===== config.mk =====
export PLATFORM = sky130hd
export DESIGN_NAME = avs_ahb_lite_master_flat
export DESIGN_NICKNAME = d
export VERILOG_FILES = /design/src/rtl/avs_ahb_lite_master_pkg.sv /design/src/rtl/avs_ahb_lite_master_if.sv /design/src/rtl/avs_ahb_lite_master_be_decode.sv /design/src/rtl/avs_ahb_lite_master.sv /design/src/flat_wrapper.sv
export SDC_FILE = /design/constraint.sdc
export NUM_CORES = 1
export LEC_CHECK = 0
export ABC_AREA = 1
export CORE_ASPECT_RATIO = 1.25
export CORE_MARGIN = 8
export CORE_UTILIZATION = 38
export CTS_BUF_LIST = sky130_fd_sc_hd__clkbuf_4 sky130_fd_sc_hd__clkbuf_8 sky130_fd_sc_hd__clkbuf_16
export DETAILED_ROUTE_END_ITERATION = 8
export GPL_TIMING_DRIVEN = 0
export HOLD_SLACK_MARGIN = 0.12
export PLACE_DENSITY = 0.75
export SETUP_SLACK_MARGIN = 0.1
export SYNTH_ARGS = -nofsm -noshare
export SYNTH_HDL_FRONTEND = slang
export SYNTH_SLANG_ARGS = --single-unit

===== constraint.sdc =====
create_clock -name HCLK -period 1.25 [get_ports HCLK]
set_input_delay 0.25 -clock HCLK [delete_from_list [all_inputs] [get_ports HCLK]]
set_output_delay 0.25 -clock HCLK [all_outputs]
set_load 0.05 [all_outputs]

===== src/rtl/avs_ahb_lite_master_pkg.sv =====
// Shared AHB-Lite encodings plus the Avalon-to-AHB bridge state and response codes.
package avs_ahb_lite_master_pkg;

    localparam logic [1:0] HTRANS_IDLE   = 2'b00;
    localparam logic [1:0] HTRANS_NONSEQ = 2'b10;

    localparam logic [2:0] HSIZE_1 = 3'b000;
    localparam logic [2:0] HSIZE_2 = 3'b001;
    localparam logic [2:0] HSIZE_4 = 3'b010;

    localparam logic [2:0] HBURST_SINGLE = 3'b000;
    localparam logic [3:0] HPROT_DATA_PRIV = 4'b0011;

    localparam logic [1:0] AVS_RESP_OKAY   = 2'b00;
    localparam logic [1:0] AVS_RESP_SLVERR = 2'b10;

    typedef enum logic [1:0] {
        S_IDLE,
        S_ADDR,
        S_DATA,
        S_ACK
    } state_t;

endpackage


===== src/rtl/avs_ahb_lite_master_if.sv =====
// AHB-Lite bus bundle; master drives address/control/write data, slave returns data and status.
interface avs_ahb_lite_master_if #(
    parameter int HADDR_WIDTH = 32,
    parameter int HDATA_WIDTH = 32
);
    logic [HADDR_WIDTH-1:0] HADDR;
    logic [2:0]             HBURST;
    logic                   HMASTLOCK;
    logic [3:0]             HPROT;
    logic [2:0]             HSIZE;
    logic [1:0]             HTRANS;
    logic                   HWRITE;
    logic [HDATA_WIDTH-1:0] HWDATA;
    logic [HDATA_WIDTH-1:0] HRDATA;
    logic                   HREADY;
    logic                   HRESP;

    modport master (
        output HADDR, HBURST, HMASTLOCK, HPROT, HSIZE, HTRANS, HWRITE, HWDATA,
        input  HRDATA, HREADY, HRESP
    );

    modport slave (
        input  HADDR, HBURST, HMASTLOCK, HPROT, HSIZE, HTRANS, HWRITE, HWDATA,
        output HRDATA, HREADY, HRESP
    );
endinterface


===== src/rtl/avs_ahb_lite_master_be_decode.sv =====
// Maps an Avalon byteenable to AHB transfer size and byte offset; odd patterns fall back to a word.
module avs_be_decode
    import avs_ahb_lite_master_pkg::*;
(
    input  logic [3:0] byteenable,
    output logic [2:0] hsize,
    output logic [1:0] offset,
    output logic       unsupported
);

    always_comb begin
        hsize       = HSIZE_4;
        offset      = 2'd0;
        unsupported = 1'b0;
        case (byteenable)
            4'b0001: begin hsize = HSIZE_1; offset = 2'd0; end
            4'b0010: begin hsize = HSIZE_1; offset = 2'd1; end
            4'b0100: begin hsize = HSIZE_1; offset = 2'd2; end
            4'b1000: begin hsize = HSIZE_1; offset = 2'd3; end
            4'b0011: begin hsize = HSIZE_2; offset = 2'd0; end
            4'b1100: begin hsize = HSIZE_2; offset = 2'd2; end
            4'b1111: begin hsize = HSIZE_4; offset = 2'd0; end
            default: unsupported = 1'b1;
        endcase
    end

endmodule


===== src/rtl/avs_ahb_lite_master.sv =====
// Avalon-MM slave to AHB-Lite master bridge: single-beat, one outstanding transfer, non-pipelined.
module avs_ahb_lite_master
    import avs_ahb_lite_master_pkg::*;
#(
    parameter int                     AADDR_WIDTH = 27,
    parameter int                     HADDR_WIDTH = 32,
    parameter int                     HDATA_WIDTH = 32,
    parameter logic [HADDR_WIDTH-1:0] HADDR_BASE  = '0
) (
    input  logic                   HCLK,
    input  logic                   HRESET,
    input  logic [AADDR_WIDTH-1:0] avs_address,
    input  logic [3:0]             avs_byteenable,
    input  logic                   avs_read,
    input  logic                   avs_write,
    input  logic [HDATA_WIDTH-1:0] avs_writedata,
    output logic                   avs_waitrequest,
    output logic [HDATA_WIDTH-1:0] avs_readdata,
    output logic                   avs_readdatavalid,
    output logic [1:0]             avs_response,
    output logic                   err_sticky,
    avs_ahb_lite_master_if.master  ahb
);

    state_t                 state_reg;
    logic [HADDR_WIDTH-1:0] haddr_reg;
    logic [2:0]             hsize_reg;
    logic [1:0]             htrans_reg;
    logic                   hwrite_reg;
    logic [HDATA_WIDTH-1:0] hwdata_reg;
    logic [HDATA_WIDTH-1:0] wdata_reg;
    logic                   waitrequest_reg;
    logic                   readdatavalid_reg;
    logic [HDATA_WIDTH-1:0] readdata_reg;
    logic [1:0]             response_reg;
    logic                   err_sticky_reg;
    logic                   xfer_err_reg;

    logic [2:0]             be_hsize;
    logic [1:0]             be_offset;
    logic                   be_unsupported;
    logic [HADDR_WIDTH-1:0] byte_addr;
    logic [HADDR_WIDTH-1:0] haddr_next;

    avs_be_decode u_be_decode (
        .byteenable  (avs_byteenable),
        .hsize       (be_hsize),
        .offset      (be_offset),
        .unsupported (be_unsupported)
    );

    // Word address is zero-extended to a byte address; the base add wraps naturally.
    always_comb begin
        byte_addr                    = '0;
        byte_addr[AADDR_WIDTH+1:0]   = {avs_address, be_offset};
        haddr_next                   = HADDR_BASE + byte_addr;
    end

    always_ff @(posedge HCLK) begin
        if (HRESET) begin
            state_reg         <= S_IDLE;
            haddr_reg         <= '0;
            hsize_reg         <= '0;
            htrans_reg        <= HTRANS_IDLE;
            hwrite_reg        <= 1'b0;
            hwdata_reg        <= '0;
            wdata_reg         <= '0;
            waitrequest_reg   <= 1'b1;
            readdatavalid_reg <= 1'b0;
            readdata_reg      <= '0;
            response_reg      <= AVS_RESP_OKAY;
            err_sticky_reg    <= 1'b0;
            xfer_err_reg      <= 1'b0;
        end else begin
            readdatavalid_reg <= 1'b0;
            case (state_reg)
                S_IDLE: begin
                    if (avs_read || avs_write) begin
                        state_reg  <= S_ADDR;
                        htrans_reg <= HTRANS_NONSEQ;
                        haddr_reg  <= haddr_next;
                        hsize_reg  <= be_hsize;
                        hwrite_reg <= avs_write;
                        wdata_reg  <= avs_writedata;
                        // Simultaneous read+write resolves as a write but is still flagged.
                        if ((avs_read && avs_write) || be_unsupported)
                            err_sticky_reg <= 1'b1;
                    end
                end
                S_ADDR: begin
                    if (ahb.HREADY) begin
                        state_reg  <= S_DATA;
                        htrans_reg <= HTRANS_IDLE;
                        hwdata_reg <= wdata_reg;
                    end
                end
                S_DATA: begin
                    if (ahb.HREADY) begin
                        state_reg       <= S_ACK;
                        waitrequest_reg <= 1'b0;
                        xfer_err_reg    <= ahb.HRESP;
                        if (!hwrite_reg)
                            readdata_reg <= ahb.HRDATA;
                        if (ahb.HRESP)
                            err_sticky_reg <= 1'b1;
                    end
                end
                S_ACK: begin
                    state_reg       <= S_IDLE;
                    waitrequest_reg <= 1'b1;
                    if (!hwrite_reg) begin
                        readdatavalid_reg <= 1'b1;
                        response_reg      <= xfer_err_reg ? AVS_RESP_SLVERR : AVS_RESP_OKAY;
                    end
                end
                default: state_reg <= S_IDLE;
            endcase
        end
    end

    assign avs_waitrequest   = waitrequest_reg;
    assign avs_readdata      = readdata_reg;
    assign avs_readdatavalid = readdatavalid_reg;
    assign avs_response      = response_reg;
    assign err_sticky        = err_sticky_reg;

    assign ahb.HADDR     = haddr_reg;
    assign ahb.HBURST    = HBURST_SINGLE;
    assign ahb.HMASTLOCK = 1'b0;
    assign ahb.HPROT     = HPROT_DATA_PRIV;
    assign ahb.HSIZE     = hsize_reg;
    assign ahb.HTRANS    = htrans_reg;
    assign ahb.HWRITE    = hwrite_reg;
    assign ahb.HWDATA    = hwdata_reg;

endmodule


===== src/flat_wrapper.sv =====
// flat-port wrapper written by rule: the top's interface ports become plain ports
module avs_ahb_lite_master_flat import avs_ahb_lite_master_pkg::*;
#(
    parameter int                     AADDR_WIDTH = 27,
    parameter int                     HADDR_WIDTH = 32,
    parameter int                     HDATA_WIDTH = 32,
    parameter logic [HADDR_WIDTH-1:0] HADDR_BASE  = '0
)
  (HCLK, HRESET, avs_address, avs_byteenable, avs_read, avs_write, avs_writedata, avs_waitrequest, avs_readdata, avs_readdatavalid, avs_response, err_sticky, ahb_HADDR, ahb_HBURST, ahb_HMASTLOCK, ahb_HPROT, ahb_HSIZE, ahb_HTRANS, ahb_HWRITE, ahb_HWDATA, ahb_HRDATA, ahb_HREADY, ahb_HRESP);
  avs_ahb_lite_master_if #(.HADDR_WIDTH(HADDR_WIDTH), .HDATA_WIDTH(HDATA_WIDTH)) ahb_i ();
  input  logic HCLK;
  input  logic HRESET;
  input  logic [AADDR_WIDTH-1:0] avs_address;
  input  logic [3:0] avs_byteenable;
  input  logic avs_read;
  input  logic avs_write;
  input  logic [HDATA_WIDTH-1:0] avs_writedata;
  output logic avs_waitrequest;
  output logic [HDATA_WIDTH-1:0] avs_readdata;
  output logic avs_readdatavalid;
  output logic [1:0] avs_response;
  output logic err_sticky;
  output wire logic [$bits(ahb_i.HADDR)-1:0] ahb_HADDR;
  output wire logic [$bits(ahb_i.HBURST)-1:0] ahb_HBURST;
  output wire logic [$bits(ahb_i.HMASTLOCK)-1:0] ahb_HMASTLOCK;
  output wire logic [$bits(ahb_i.HPROT)-1:0] ahb_HPROT;
  output wire logic [$bits(ahb_i.HSIZE)-1:0] ahb_HSIZE;
  output wire logic [$bits(ahb_i.HTRANS)-1:0] ahb_HTRANS;
  output wire logic [$bits(ahb_i.HWRITE)-1:0] ahb_HWRITE;
  output wire logic [$bits(ahb_i.HWDATA)-1:0] ahb_HWDATA;
  input wire logic [$bits(ahb_i.HRDATA)-1:0] ahb_HRDATA;
  input wire logic [$bits(ahb_i.HREADY)-1:0] ahb_HREADY;
  input wire logic [$bits(ahb_i.HRESP)-1:0] ahb_HRESP;
  assign ahb_HADDR = ahb_i.HADDR;
  assign ahb_HBURST = ahb_i.HBURST;
  assign ahb_HMASTLOCK = ahb_i.HMASTLOCK;
  assign ahb_HPROT = ahb_i.HPROT;
  assign ahb_HSIZE = ahb_i.HSIZE;
  assign ahb_HTRANS = ahb_i.HTRANS;
  assign ahb_HWRITE = ahb_i.HWRITE;
  assign ahb_HWDATA = ahb_i.HWDATA;
  assign ahb_i.HRDATA = ahb_HRDATA;
  assign ahb_i.HREADY = ahb_HREADY;
  assign ahb_i.HRESP = ahb_HRESP;
  avs_ahb_lite_master #(.AADDR_WIDTH(AADDR_WIDTH), .HADDR_WIDTH(HADDR_WIDTH), .HDATA_WIDTH(HDATA_WIDTH), .HADDR_BASE(HADDR_BASE)) u_core (.HCLK(HCLK), .HRESET(HRESET), .avs_address(avs_address), .avs_byteenable(avs_byteenable), .avs_read(avs_read), .avs_write(avs_write), .avs_writedata(avs_writedata), .avs_waitrequest(avs_waitrequest), .avs_readdata(avs_readdata), .avs_readdatavalid(avs_readdatavalid), .avs_response(avs_response), .err_sticky(err_sticky), .ahb(ahb_i));
endmodule

### Yosys cells after proc, flatten, opt, wreduce, memory -nomap -nowiden

Cells that the tools add are included.

| cells by class | value |
|---|---|
| eq/ne operators | 15 |
| mux-type cells | 19 |
| bitwise operators | 2 |
| reduce and logical (&&, ||, !) cells | 21 |

Operators by type and width:

| cell | count |
|---|---|
| 4-bit == test (second input constant) | 3 |
| 2-bit 2-to-1 mux | 6 |
| 2-bit AND reduction | 5 |
| 3-bit AND reduction | 3 |
| 4-bit by 2-bit == test with 1-bit output (second input constant) | 2 |
| 2-bit case mux with 2 select lines | 2 |
| 2-bit case mux with 4 select lines | 1 |
| 1-bit 2-to-1 mux | 7 |
| 7-bit OR reduction | 1 |
| 2-bit != test (second input constant) | 3 |
| 2-bit case mux with 3 select lines | 1 |
| 2-bit nonzero test | 3 |
| 2-bit OR reduction | 3 |
| 5-bit AND reduction | 1 |
| 2-bit == test (second input constant) | 2 |
| 4-bit by 1-bit == test with 1-bit output (second input constant) | 1 |
| 4-bit by 3-bit == test with 1-bit output (second input constant) | 1 |
| 2-bit by 1-bit != test with 1-bit output (second input constant) | 2 |
| 1-bit case mux with 2 select lines | 2 |
| 4-bit OR reduction | 1 |
| 2-bit by 1-bit == test with 1-bit output (second input constant) | 1 |
| 2-bit logical NOT | 1 |
| 1-bit logical OR | 2 |
| 1-bit inverter | 2 |
| 1-bit logical AND | 1 |

| storage, ports and cells | value |
|---|---|
| flip-flop bits (word level) | 139 |
| output and inout bits | 115 |
| logic and storage cells | 70 |

### Depth between registers and ports, before layout

Gate-level depths: netlist (run 1).

| logic depth | value |
|---|---|
| depth after elaboration | 7 |
| depth in mapped cells | 8 |
| depth with buffers taken out | 8 |

### Cells and area by module

A second synthesis (run 1) with hierarchy kept.

| second synthesis, totals | value |
|---|---|
| cells, all modules | 661 |
| area, all modules | 5165.0 µm² |

By module, submodules not included:

| module | times used | cells each | area each (µm²) |
|---|---|---|---|
| avs_ahb_lite_master | 1 | 637 | 5048.6 |
| avs_be_decode | 1 | 24 | 116.4 |

### Worst setup path after synthesis (run 1)

Ideal clock, no wire load.

| timing path | value |
|---|---|
| path type | register -> register |
| start | register u_core.state_reg[0] |
| end | register u_core.readdata_reg[10] (netlist: u_core.avs_readdata[10]) |
| library setup time | 0.116 ns |
| data arrival time | 1.210 ns |
| required time | 1.134 ns |
| slack | -0.076 ns |
| stages on the path, launching flop included | 9 |
| buffers on the path | 1 |
| cells stage by stage | dfxtp_1 inv_1 ha_1 nand2_2 nor2_8 inv_4 buf_6 nor2_2 nor2_1 |

| on the way | value |
|---|---|
| word-level cells in the longest chain between the ends | 2 |

RTL lines:

| element | RTL line | RTL |
|---|---|---|
| from (decl) | avs_ahb_lite_master.sv:25 | `state_t state_reg;` |
| from (signal assigned) | avs_ahb_lite_master.sv:61 | `state_reg <= S_IDLE;` |
| from (signal assigned) | avs_ahb_lite_master.sv:79 | `state_reg <= S_ADDR;` |
| from (signal assigned) | avs_ahb_lite_master.sv:92 | `state_reg <= S_DATA;` |
| 2-bit == test | avs_ahb_lite_master.sv:76 | `case (state_reg)` |
| 3-bit AND reduction (no line) | n/a |  |
| to (signal assigned) | avs_ahb_lite_master.sv:103 | `readdata_reg <= ahb.HRDATA;` |
| to (decl) | avs_ahb_lite_master.sv:34 | `logic [HDATA_WIDTH-1:0] readdata_reg;` |

No other way between the ends.
A chain may end at the register's enable or synchronous reset.

### Worst setup path after layout (run 1)

| timing path | value |
|---|---|
| start | input ahb_HREADY |
| end | register u_core.readdata_reg[30] (netlist: u_core.avs_readdata[30]) |

| on the way | value |
|---|---|
| word-level cells in the longest chain between the ends | 1 |

RTL lines:

| element | RTL line | RTL |
|---|---|---|
| from (decl) | flat_wrapper.sv:32 | `input wire logic [$bits(ahb_i.HREADY)-1:0] ahb_HREADY;` |
| 3-bit AND reduction (no line) | n/a |  |

No other way between the ends.

==> results of run 1 <==
-- report_power, final --
part           total, mW  internal, mW  switching (mW)
combinational       12.0          5.45            6.52
sequential          6.75          5.77           0.984
clock               5.35          3.46            1.89
-- critical path, delay by kind of cell --
kind / cells / cell delay [ns]
buffers and inverters: 3 / 0.99
and+or+nand+nor: 3 / 0.39
AOI/OAI and AO/OA: 1 / 0.06
-- cell families (layout without fill, tap and decap cells) --
logic type / after synthesis / count (layout)
compound gates: 146 / 146
other cells: 2 / 14
buf+inv: 71 / 346
flops: 136 / 136
simple gates: 285 / 285
fa+ha+maj: 5 / 5
-- Yosys cell counts --
cell type and count:
buf_4 14, o21ai_1 12, clkbuf_2 4, a21oi_1 10
a211oi_1 1, nor2_8 1, nand2_2 2, nand2_1 15
nor3_1 1, clkbuf_1 10, ha_1 5, nand2_4 1
o211a_1 1, inv_1 12, inv_2 5, inv_4 1
nor2_2 30, buf_8 1, o21ai_0 122, conb_1 2
buf_2 10, buf_1 1, buf_6 13, nand3_1 5
nor2_1 230, dfxtp_1 136
-- metal layers --
layer | track usage [%] | up-vias
met5 | 0 | -
met4 | 8.58 | 0
met2 | 32.8 | 155
met1 | 19.0 | 2295
li1 | - | 2594
met3 | 7.06 | 32
-- metrics by stage --
stage	hold slack, ns	setup TNS [ns]	cells	util (%)	setup slack (ns)
after floorplan	0.319	0	657	-	0.0506
after global placement	0.446	-83.67	1029	56.5	-0.689
after detailed placement	0.450	-83.76	1029	56.5	-0.681
after CTS	0.349	-3.33	1075	68.4	-0.0589
after global routing	0.152	-14.38	1103	73.2	-0.171
final	0.160	-6.53	1103	73.2	-0.107
-- worst max path at each step --
stage                                     start                                    to  slack, ns  depth (start not counted)
6_report                             ahb_HREADY  u_core.avs_readdata[30]$_SDFFE_PP0P_      -0.11                          7
5_1_grt        u_core.state_reg[1]$_SDFFE_PP0P_      u_core.wdata_reg[4]$_SDFFE_PP0P_      -0.17                          8
4_1_cts        u_core.state_reg[0]$_SDFFE_PP0P_     u_core.ahb.HADDR[25]$_SDFFE_PP0P_      -0.06                          8
3_5_place_dp                             HRESET      u_core.ahb.HADDR[4]$_SDFFE_PP0P_      -0.68                          6
3_3_place_gp                             HRESET      u_core.ahb.HADDR[4]$_SDFFE_PP0P_      -0.69                          6
2_1_floorplan  u_core.state_reg[0]$_SDFFE_PP0P_  u_core.avs_readdata[10]$_SDFFE_PP0P_       0.05                          8
-- repair_timing --
item,in CTS,in global routing
hold buffers,0,0
setup endpoints to repair,234,235
gates resized for setup,989,140
setup buffers,11,20
pin swaps,5,23
cloned,4,8
-- placed cells by master (no fill, tap or decap), drive strengths merged --
master	Yosys	layout
bufinv	0	4
buf	39	177
clkinvlp	0	2
o211a	1	1
clkbuf	14	41
inv	18	19
conb	2	14
ha	5	5
o21ai	134	134
a211oi	1	1
nand3	5	5
a21oi	10	10
clkdlybuf4s50	0	99
clkinv	0	4
nand2	18	18
nor3	1	1
nor2	261	261
dfxtp	136	136
-- area by class of cell --
cell class,count,area (um2),share of cell area (%)
flip-flops and latches,136,2870,29.6
multi-input cells,450,2320,23.9
well taps,171,214,2.21
inverters,18,92.6,0.956
clock buffers,20,460,4.75
clock inverters,11,171,1.77
plain buffers,53,538,5.55
repair buffers,244,3030,31.3
==> results.md, run 1 <==
- Worst Slack Setup Final: -0.107 ns
- Slew headroom: between 60% and 70%
- Distinct cell type count after synthesis: 26
- RSZ-0062 raised after global routing: yes
- Static Leak: 4.13 nW
- Final min period: around 1.4 ns
- Vias: ~5100
- Die H: 146 um
- Drt initial violations: 228
- Seq/Total Area, Yosys: a little over half
- Pwr per Cell Area: 2480 mW/mm2
- Avg Synthesized Cell Area: 8.00 um2
- Final Instance Area: roughly 0.0097 mm2
- # diodes: 0
- Power, Total: between 20 and 25 mW
- Share of layout cells above drive strength 1: 47.3%
- Starting density of the core: 39.0%
- DRC viols: 0
- Post-synthesis compound-gate area fraction: 14.3%
- Worst Path Required: 1.59 ns
- Site Rows: 47
- Area added between synthesis and finish: 87.8%
- Pin count of the biggest net entering global routing: 17
- Clk_lat worst skew: slightly above 0.4 ns
- Vias per cell: 4.60
- Routed wl met3: 1.36 mm
- First-pass GRT wire length: 26.0 mm
- Failing checks: negative setup slack
- CTS tree: yes
- Hold path depth: 2
- Core ar.: 0.0132 mm2
- Maxcap violations: 0
- Final hold violations: 0
- Post-synth top area share: 52.8%
- DRT Pass-1 Iters: 4
- Status: finished with violations
- Ports: 216
- Crit path largest cell delay: 0.70 ns
- Uppermost layer routed: met4
- Total length of routed wires: roughly 17 mm
- Arr. time, crit path: ~1.7 ns
- CP Max Fanout: 6
- Reg2Reg Depth: 8
- Clock-pin slew on the worst setup and hold paths: 0.06 ns
- Worst path cell trace: clkdlybuf4s50_1, nand2_4, nor2_8, buf_8, clkbuf_16, o21ai_1, nor2_1
- Setup Viol. Count Final: 126
- Hold Startpoint: HRESET
- R2R setup slack: -0.09 ns
- Main combinational cell family by area after synthesis: simple AND/OR/NAND/NOR gates
- Metal-1 WL: 6.35 mm
- Simple-gate portion of the synthesized area: between 20 and 25%
- Port Buffer Count: roughly 200
- Crit start category: primary input
- Synthesized area: 0.00516 mm2
- Critical Path End Type: flip-flop
- GR Util All Layers: 18.6%
- Hold EP: u_core.err_sticky$_SDFFE_PP0P_
- Synth area leaders: dfxtp_1 53%, nor2_1 17%, o21ai_0 12%, nor2_2 3.6%, buf_6 2.8%
- TritonCTS Buffers: 17
- Clock skew: 0.00755 ns
- Routed wl met2: around 9.3 mm
- GRT overflow: 0
- Clk buf depth: 2
- Vias in the first global route: 5098
- Routability cong.: between 0.7 and 0.8
- Initial antenna violation count: 0
- Count of nets after finishing: 1026
- Final period util: 109%
- Synth area leader: dfxtp_1
- Max VDD drop: 0.00131 V
- Post-DP HPWL: about 12 mm
- Post-DP Area: around 0.0075 mm2
- Max Clk Rate: about 0.74 GHz
- Hold Crit Class: in -> reg
- Full die area: around 0.018 mm2
- Clock Root Buffer: clkbuf_16
- RR Endpoint: u_core.ahb.HTRANS[1]$_SDFFE_PP0P_
- Synth Register Bits: 136
- Synth Instances: 645
- Mux share of post-synthesis cell area: 0%
- Max-slew violation count: 0
- Synth Warn #: 0
- CP max-delay cell: clkdlybuf4s50_1
- Least-Margin Pin Slew: between 0.5 and 0.6 ns
- Die Span X: 120 um
- FF-to-FF Start: u_core.state_reg[1]$_SDFFE_PP0P_
- Wire per inst: 15.9 um
- Clk sinks: approximately 140
- CTS H-tree depth: 4
- Number of fill cells: ~950
- Post-Synth Adder-Cell Area: under 10%
- Post-route ant nets: 0
- Post-synthesis xor/xnor area fraction: 0%
- Crit path kind: in -> reg
Note: power is estimated with default switching activity, not from simulation.
==> run 2: changes to the inputs <==
CELL_PAD_IN_SITES_DETAIL_PLACEMENT = 0   (was default)
CELL_PAD_IN_SITES_GLOBAL_PLACEMENT = 2   (was default)
CORE_UTILIZATION = 21   (was 38)
PLACE_DENSITY = 0.76   (was 0.75)
==> run 2 against run 1 <==
The run still ends with negative setup slack left. Final area rose by 1.2%. Clock skew rose by 0.0027 ns. Clock power fell by 1%. Largest cell class unchanged. Critical path depth rose by 1. Sequential share of layout area fell by 0.25 points. Power rose by 0.35%. Critical path type is now reg -> reg.
==> results.md, run 2 (same netlist as run 1, synthesis figures left out) <==
- Static Leak: 4.09 nW (was 4.13 nW)
- Vias: 4924 (was 5076)
- Maxcap violations: 0 (unchanged)
- Final Instance Area: 0.00980 mm2 (was 0.00969 mm2)
- Total length of routed wires: 19.1 mm (was 17.5 mm)
- Final period util: 106% (was 109%)
- Clk sinks: 136 (unchanged)
- Pwr per Cell Area: 2460 mW/mm2 (was 2480 mW/mm2)
- Full die area: 0.0299 mm2 (was 0.0176 mm2)
- Max-slew violation count: 0 (unchanged)
- Clock skew: 0.0102 ns (was 0.00755 ns)
- Post-route ant nets: 0 (unchanged)
- Hold Crit Class: in -> reg (unchanged)
- Worst path cell trace: inv_6, ha_4, nand2_8, inv_8, buf_12, clkbuf_16, nor2_2, nor2_1 (was clkdlybuf4s50_1, nand2_4, nor2_8, buf_8, clkbuf_16, o21ai_1, nor2_1)
- Final min period: 1.33 ns (was 1.36 ns)
- Most frequent cells in the layout: 187 x nor2_1, 104 x buf_8, 99 x clkdlybuf4s50_1 (was 198 x nor2_1, 109 x buf_8, 99 x clkdlybuf4s50_1)
- Worst Path Required: 1.56 ns (was 1.59 ns)
- First-pass GRT wire length: 28.0 mm (was 26.0 mm)
- TritonCTS Buffers: 17 (unchanged)
- CTS H-tree depth: 4 (unchanged)
- Site Rows: 64 (was 47)
- # diodes: 0 (unchanged)
- Share of layout cells above drive strength 1: 47.5% (was 47.3%)
- Drt initial violations: 96 (was 228)
- Crit path kind: reg -> reg (was in -> reg)
- Port Buffer Count: 201 (unchanged)
- Placed Cells incl. Taps: 1188 (was 1029)
- Setup TNS Final: -4.08 ns (was -6.53 ns)
- Max VDD drop: 0.000926 V (was 0.00131 V)
- Count of nets after finishing: 1013 (was 1026)
- Finished Layout Cells: 1250 (was 1103)
- CP Max Fanout: 6 (unchanged)
- DRC viols: 0 (unchanged)
- Pin count of the biggest net entering global routing: 17 (unchanged)
- Final hold violations: 0 (unchanged)
- Max Clk Rate: 0.753 GHz (was 0.737 GHz)
- CP max-delay cell: dfxtp_4 (was clkdlybuf4s50_1)
- CP top delay family: buffers and inverters (unchanged)
- Most common cell after layout, fill and taps aside: nor2_1 (unchanged)
- Vias per cell: 3.94 (was 4.60)
- Crit start category: flip-flop (was primary input)
- Die H: 191 um (was 146 um)
- Worst Path Buf+Inv: 4 (was 3)
- Logic gate share of total power: 50.1% (was 49.7%)
- Initial antenna violation count: 0 (unchanged)
- Starting density of the core: 21.2% (was 39.0%)
- # hold bufs at CTS: 0 (unchanged)
- CTS tree: yes (unchanged)
- Critical Path End Type: flip-flop (unchanged)
- Crit path largest cell delay: 0.38 ns (was 0.70 ns)
- Die Span X: 156 um (was 120 um)
- Ports: 216 (unchanged)
- Clk_lat worst skew: 0.42 ns (was 0.41 ns)
- Sequential power share: 28.0% (about the same)
- Clk buf depth: 2 (unchanged)
- Status: finished with violations (unchanged)
- Final core utilization: 40.3% (was 73.2%)
- Area added between synthesis and finish: 90.0% (was 87.8%)
- Post-DP HPWL: 13.9 mm (was 11.5 mm)
- Failing checks: negative setup slack (unchanged)
- RSZ-0062 raised after global routing: yes (unchanged)
- DRT Pass-1 Iters: 4 (unchanged)
- Clock-pin slew on the worst setup and hold paths: 0.06 ns (about the same)
- Vias in the first global route: 5064 (was 5098)
- Routability cong.: 0.745 (was 0.746)
- Worst Slack Setup Final: -0.0786 ns (was -0.107 ns)
- Setup Viol. Count Final: 97 (was 126)
- Switching fraction of total power: 40.0% (was 39.0%)
- GRT overflow: 0 (unchanged)
- Int Power: 14.5 mW (was 14.7 mW)
- Arr. time, crit path: 1.64 ns (was 1.70 ns)
- GR Util All Layers: 12.3% (was 18.6%)
- Clock Root Buffer: clkbuf_16 (unchanged)
- Core ar.: 0.0243 mm2 (was 0.0132 mm2)
- Wire per inst: 15.2 um (was 15.9 um)
- Post-DP Area: 0.00767 mm2 (was 0.00747 mm2)
- Clock power share: 21.9% (was 22.2%)
- Switching power: 9.67 mW (was 9.39 mW)
[run 2: per-layer routing]
metal / GRT usage (%) / part of all wire [%] / vias to the layer above
met2: 21.9 / 52 / 128
met1: 13.0 / 39 / 2218
li1: - / - / 2558
met3: 4.61 / 7.0 / 20
met4: 4.78 / 2.0 / 0
met5: 0 / 0 / -
[run 2: final timing paths]
kind                                     from                                end  slack, ns  cells after the start
min reg2reg    u_core.err_sticky$_SDFFE_PP0P_     u_core.err_sticky$_SDFFE_PP0P_       0.46                      2
min                                    HRESET     u_core.err_sticky$_SDFFE_PP0P_       0.33                      2
max          u_core.state_reg[0]$_SDFFE_PP0P_  u_core.ahb.HADDR[17]$_SDFFE_PP0P_      -0.08                      8
max reg2reg  u_core.state_reg[0]$_SDFFE_PP0P_  u_core.ahb.HADDR[17]$_SDFFE_PP0P_      -0.08                      8
[run 2: worst reg2reg max path, delay by kind of cell, from the launching register on]
kind | cells | cell delay (ns)
AND/OR/NAND/NOR | 3 | 0.23
buffers and inverters | 4 | 0.44
adder cells (fa/ha/maj) | 1 | 0.18
flip-flops | 1 | 0.38
[run 2: stage by stage]
step / setup slack, ns / total power, mW / hold WS, ns
floorplan: 0.0506 / 12.1 / 0.319
global placement: -0.757 / 15.1 / 0.443
detailed placement: -0.742 / 15.1 / 0.442
CTS: -0.0676 / 22.5 / 0.335
global route: -0.149 / 25.5 / 0.350
finish: -0.0786 / 24.2 / 0.328
[run 2: final cells by class]
type / instances / area [um2]
fill: 2519 / 14500
sequential: 136 / 2880
timing repair buffer: 231 / 2880
multi-input combinational: 450 / 2390
buffer: 53 / 543
clock buffer: 19 / 447
tap: 330 / 413
clock inverter: 13 / 171
inverter: 18 / 90.1
[run 2: repair_timing]
item                       4_1_cts  5_1_grt
gates cloned                     0        7
gates resized for setup        984      141
pin swaps                        4        8
setup endpoints to repair      234      234
buffers inserted                 6       17
[run 2: power by group through the flow]
| stage | combinational [mW] | clock (mW) | sequential (mW) |
|---|---|---|---|
| after floorplan | 3.08 | 0 | 8.98 |
| after global placement | 8.87 | 0 | 6.21 |
| after detailed placement | 8.86 | 0 | 6.25 |
| after CTS | 10.4 | 5.45 | 6.68 |
| after global routing | 13.0 | 5.61 | 6.94 |
| final | 12.1 | 5.29 | 6.77 |
==> run 3: changes to the inputs <==
PLACE_DENSITY = 0.84   (was 0.76)
==> run 3 against run 2 <==
The run still ends with negative setup slack left. Utilization rose by 1.3 points. Via count rose by 3.1%. Register-to-register slack barely moved. Combinational power barely moved. Critical path type unchanged. Largest cell class unchanged. Largest power group unchanged.
==> results.md, run 3 (same netlist as run 1, synthesis figures left out) <==
- CTS H-tree depth: 4 (unchanged)
- Clk sinks: 136 (unchanged)
- Core ar.: 0.0243 mm2 (unchanged)
- CP Max Fanout: 4 (was 6)
- CTS tree: yes (unchanged)
- Area added between synthesis and finish: 96.0% (was 90.0%)
- Share of layout cells above drive strength 1: 50.9% (was 47.5%)
- Die Span X: 156 um (unchanged)
- Slew headroom: 65.3%
- Max-slew violation count: 0 (unchanged)
- Max VDD drop: 0.000953 V (was 0.000926 V)
- Failing checks: negative setup slack (unchanged)
- Clk_lat worst skew: 0.42 ns (about the same)
- Clock Root Buffer: clkbuf_16 (unchanged)
- Total length of routed wires: 19.4 mm (was 19.1 mm)
- Maxcap violations: 0 (unchanged)
- Post-route ant nets: 0 (unchanged)
- Post-DP Area: 0.00767 mm2 (unchanged)
- First-pass GRT wire length: 28.8 mm (was 28.0 mm)
- Pwr per Cell Area: 2390 mW/mm2 (was 2460 mW/mm2)
- Clk buf depth: 2 (unchanged)
- Most common cell after layout, fill and taps aside: nor2_1 (unchanged)
- Post-DP HPWL: 13.7 mm (was 13.9 mm)
- # hold bufs at CTS: 0 (unchanged)
- Port Buffer Count: 201 (unchanged)
- Least-Margin Pin Slew: around 0.52 ns
- Clock skew: 0.00405 ns (was 0.0102 ns)
- Worst Slack Setup Final: -0.0928 ns (was -0.0786 ns)
- Status: finished with violations (unchanged)
- Final Instance Area: 0.0101 mm2 (was 0.00980 mm2)
- Final hold violations: 0 (unchanged)
- Ports: 216 (unchanged)
- Final core utilization: 41.6% (was 40.3%)
- Max Clk Rate: 0.745 GHz (was 0.753 GHz)
- Die H: 191 um (unchanged)
- Final min period: 1.34 ns (was 1.33 ns)
- Starting density of the core: 21.2% (unchanged)
- Hold Crit Class: in -> reg (unchanged)
- Setup Viol. Count Final: 106 (was 97)
- GR Util All Layers: 12.7% (was 12.3%)
- RSZ-0062 raised after global routing: yes (unchanged)
- Worst Path Required: 1.54 ns (was 1.56 ns)
- Routability cong.: 0.729 (was 0.745)
- Most frequent cells in the layout: 152 x nor2_1, 105 x buf_8, 99 x clkdlybuf4s50_1 (was 187 x nor2_1, 104 x buf_8, 99 x clkdlybuf4s50_1)
- DRT Pass-1 Iters: 4 (unchanged)
- Wire per inst: 15.3 um (was 15.2 um)
- Clock-pin slew on the worst setup and hold paths: 0.06 ns (about the same)
- Count of nets after finishing: 1028 (was 1013)
- Crit path kind: reg -> reg (unchanged)
- DRC viols: 0 (unchanged)
- Vias in the first global route: 5044 (was 5064)
- Arr. time, crit path: 1.63 ns (was 1.64 ns)
- Site Rows: 64 (unchanged)
- Critical Path End Type: flip-flop (unchanged)
- Full die area: 0.0299 mm2 (unchanged)
- Vias: 5076 (was 4924)
- Vias per cell: 4.01 (was 3.94)
- Final period util: 107% (was 106%)
- Pin count of the biggest net entering global routing: 17 (unchanged)
- TritonCTS Buffers: 17 (unchanged)
- GRT overflow: 0 (unchanged)
- Drt initial violations: 139 (was 96)
- Crit start category: flip-flop (unchanged)
- # diodes: 0 (unchanged)
- Initial antenna violation count: 5 (was 0)
- Static Leak: 4.18 nW (was 4.09 nW)
==> run 3: worst paths after layout <==
check | startpoint | end | slack [ns] | cells after the start
setup reg to reg | u_core.state_reg[0]$_SDFFE_PP0P_ | u_core.state_reg[0]$_SDFFE_PP0P_ | -0.09 | 8
hold reg to reg | u_core.err_sticky$_SDFFE_PP0P_ | u_core.err_sticky$_SDFFE_PP0P_ | 0.46 | 2
hold / removal | HRESET | u_core.avs_readdatavalid$_SDFF_PP0_ | 0.36 | 2
setup / recovery | u_core.state_reg[0]$_SDFFE_PP0P_ | u_core.state_reg[0]$_SDFFE_PP0P_ | -0.09 | 8
==> run 3: layer usage <==
layer  share of wire (%)  vias to the layer above  GRT usage (%)
met2                  51                      133           22.4
met5                0.32                        -              0
met3                 8.0                       25           5.34
li1                    -                     2601              -
met4                 1.1                       10           4.22
met1                  39                     2307           13.4
==> run 3: cell type report <==
cell class | instances | area, um2
Fill cell | 2439 | 14200
Timing Repair Buffer | 246 | 3010
Sequential cell | 136 | 2880
Multi-Input combinational cell | 450 | 2570
Buffer | 53 | 553
Clock buffer | 18 | 433
Tap cell | 330 | 413
Clock inverter | 14 | 141
Inverter | 18 | 106
==> run 3: critical path, stage by stage, from the launching register on <==
cell and delay (ns):
dfxtp_4 0.37, buf_6 0.12, ha_4 0.17, inv_1 0.05, nor2_1 0.05, nor2_1 0.15, nand2_2 0.10, nor3_2 0.15
a211oi_2 0.06
==> run 3: through the flow <==
step           hold WS (ns)  total power [mW]  setup TNS (ns)  std cells  setup WS [ns]
2_1_floorplan         0.319              12.1               0        657         0.0506
3_3_place_gp          0.441              15.0          -96.40       1188         -0.731
3_5_place_dp          0.444              15.1         -100.71       1188         -0.756
4_1_cts               0.367              22.8           -4.45       1241        -0.0661
5_1_grt               0.386              25.4          -11.07       1265         -0.166
6_report              0.364              24.1           -4.98       1265        -0.0928
==> run 3: repair_timing <==
action | 4_1_cts | 5_1_grt
resized for setup | 1021 | 165
setup endpoints to repair | 234 | 235
gates cloned | 6 | 4
pin swaps | 10 | 14
setup buffers | 15 | 20
==> run 3: power by group <==
| group | internal, mW | total (mW) | switching, mW |
|---|---|---|---|
| Sequential | 5.78 | 6.87 | 1.09 |
| Clock | 2.81 | 4.97 | 2.16 |
| Combinational | 5.55 | 12.3 | 6.75 |
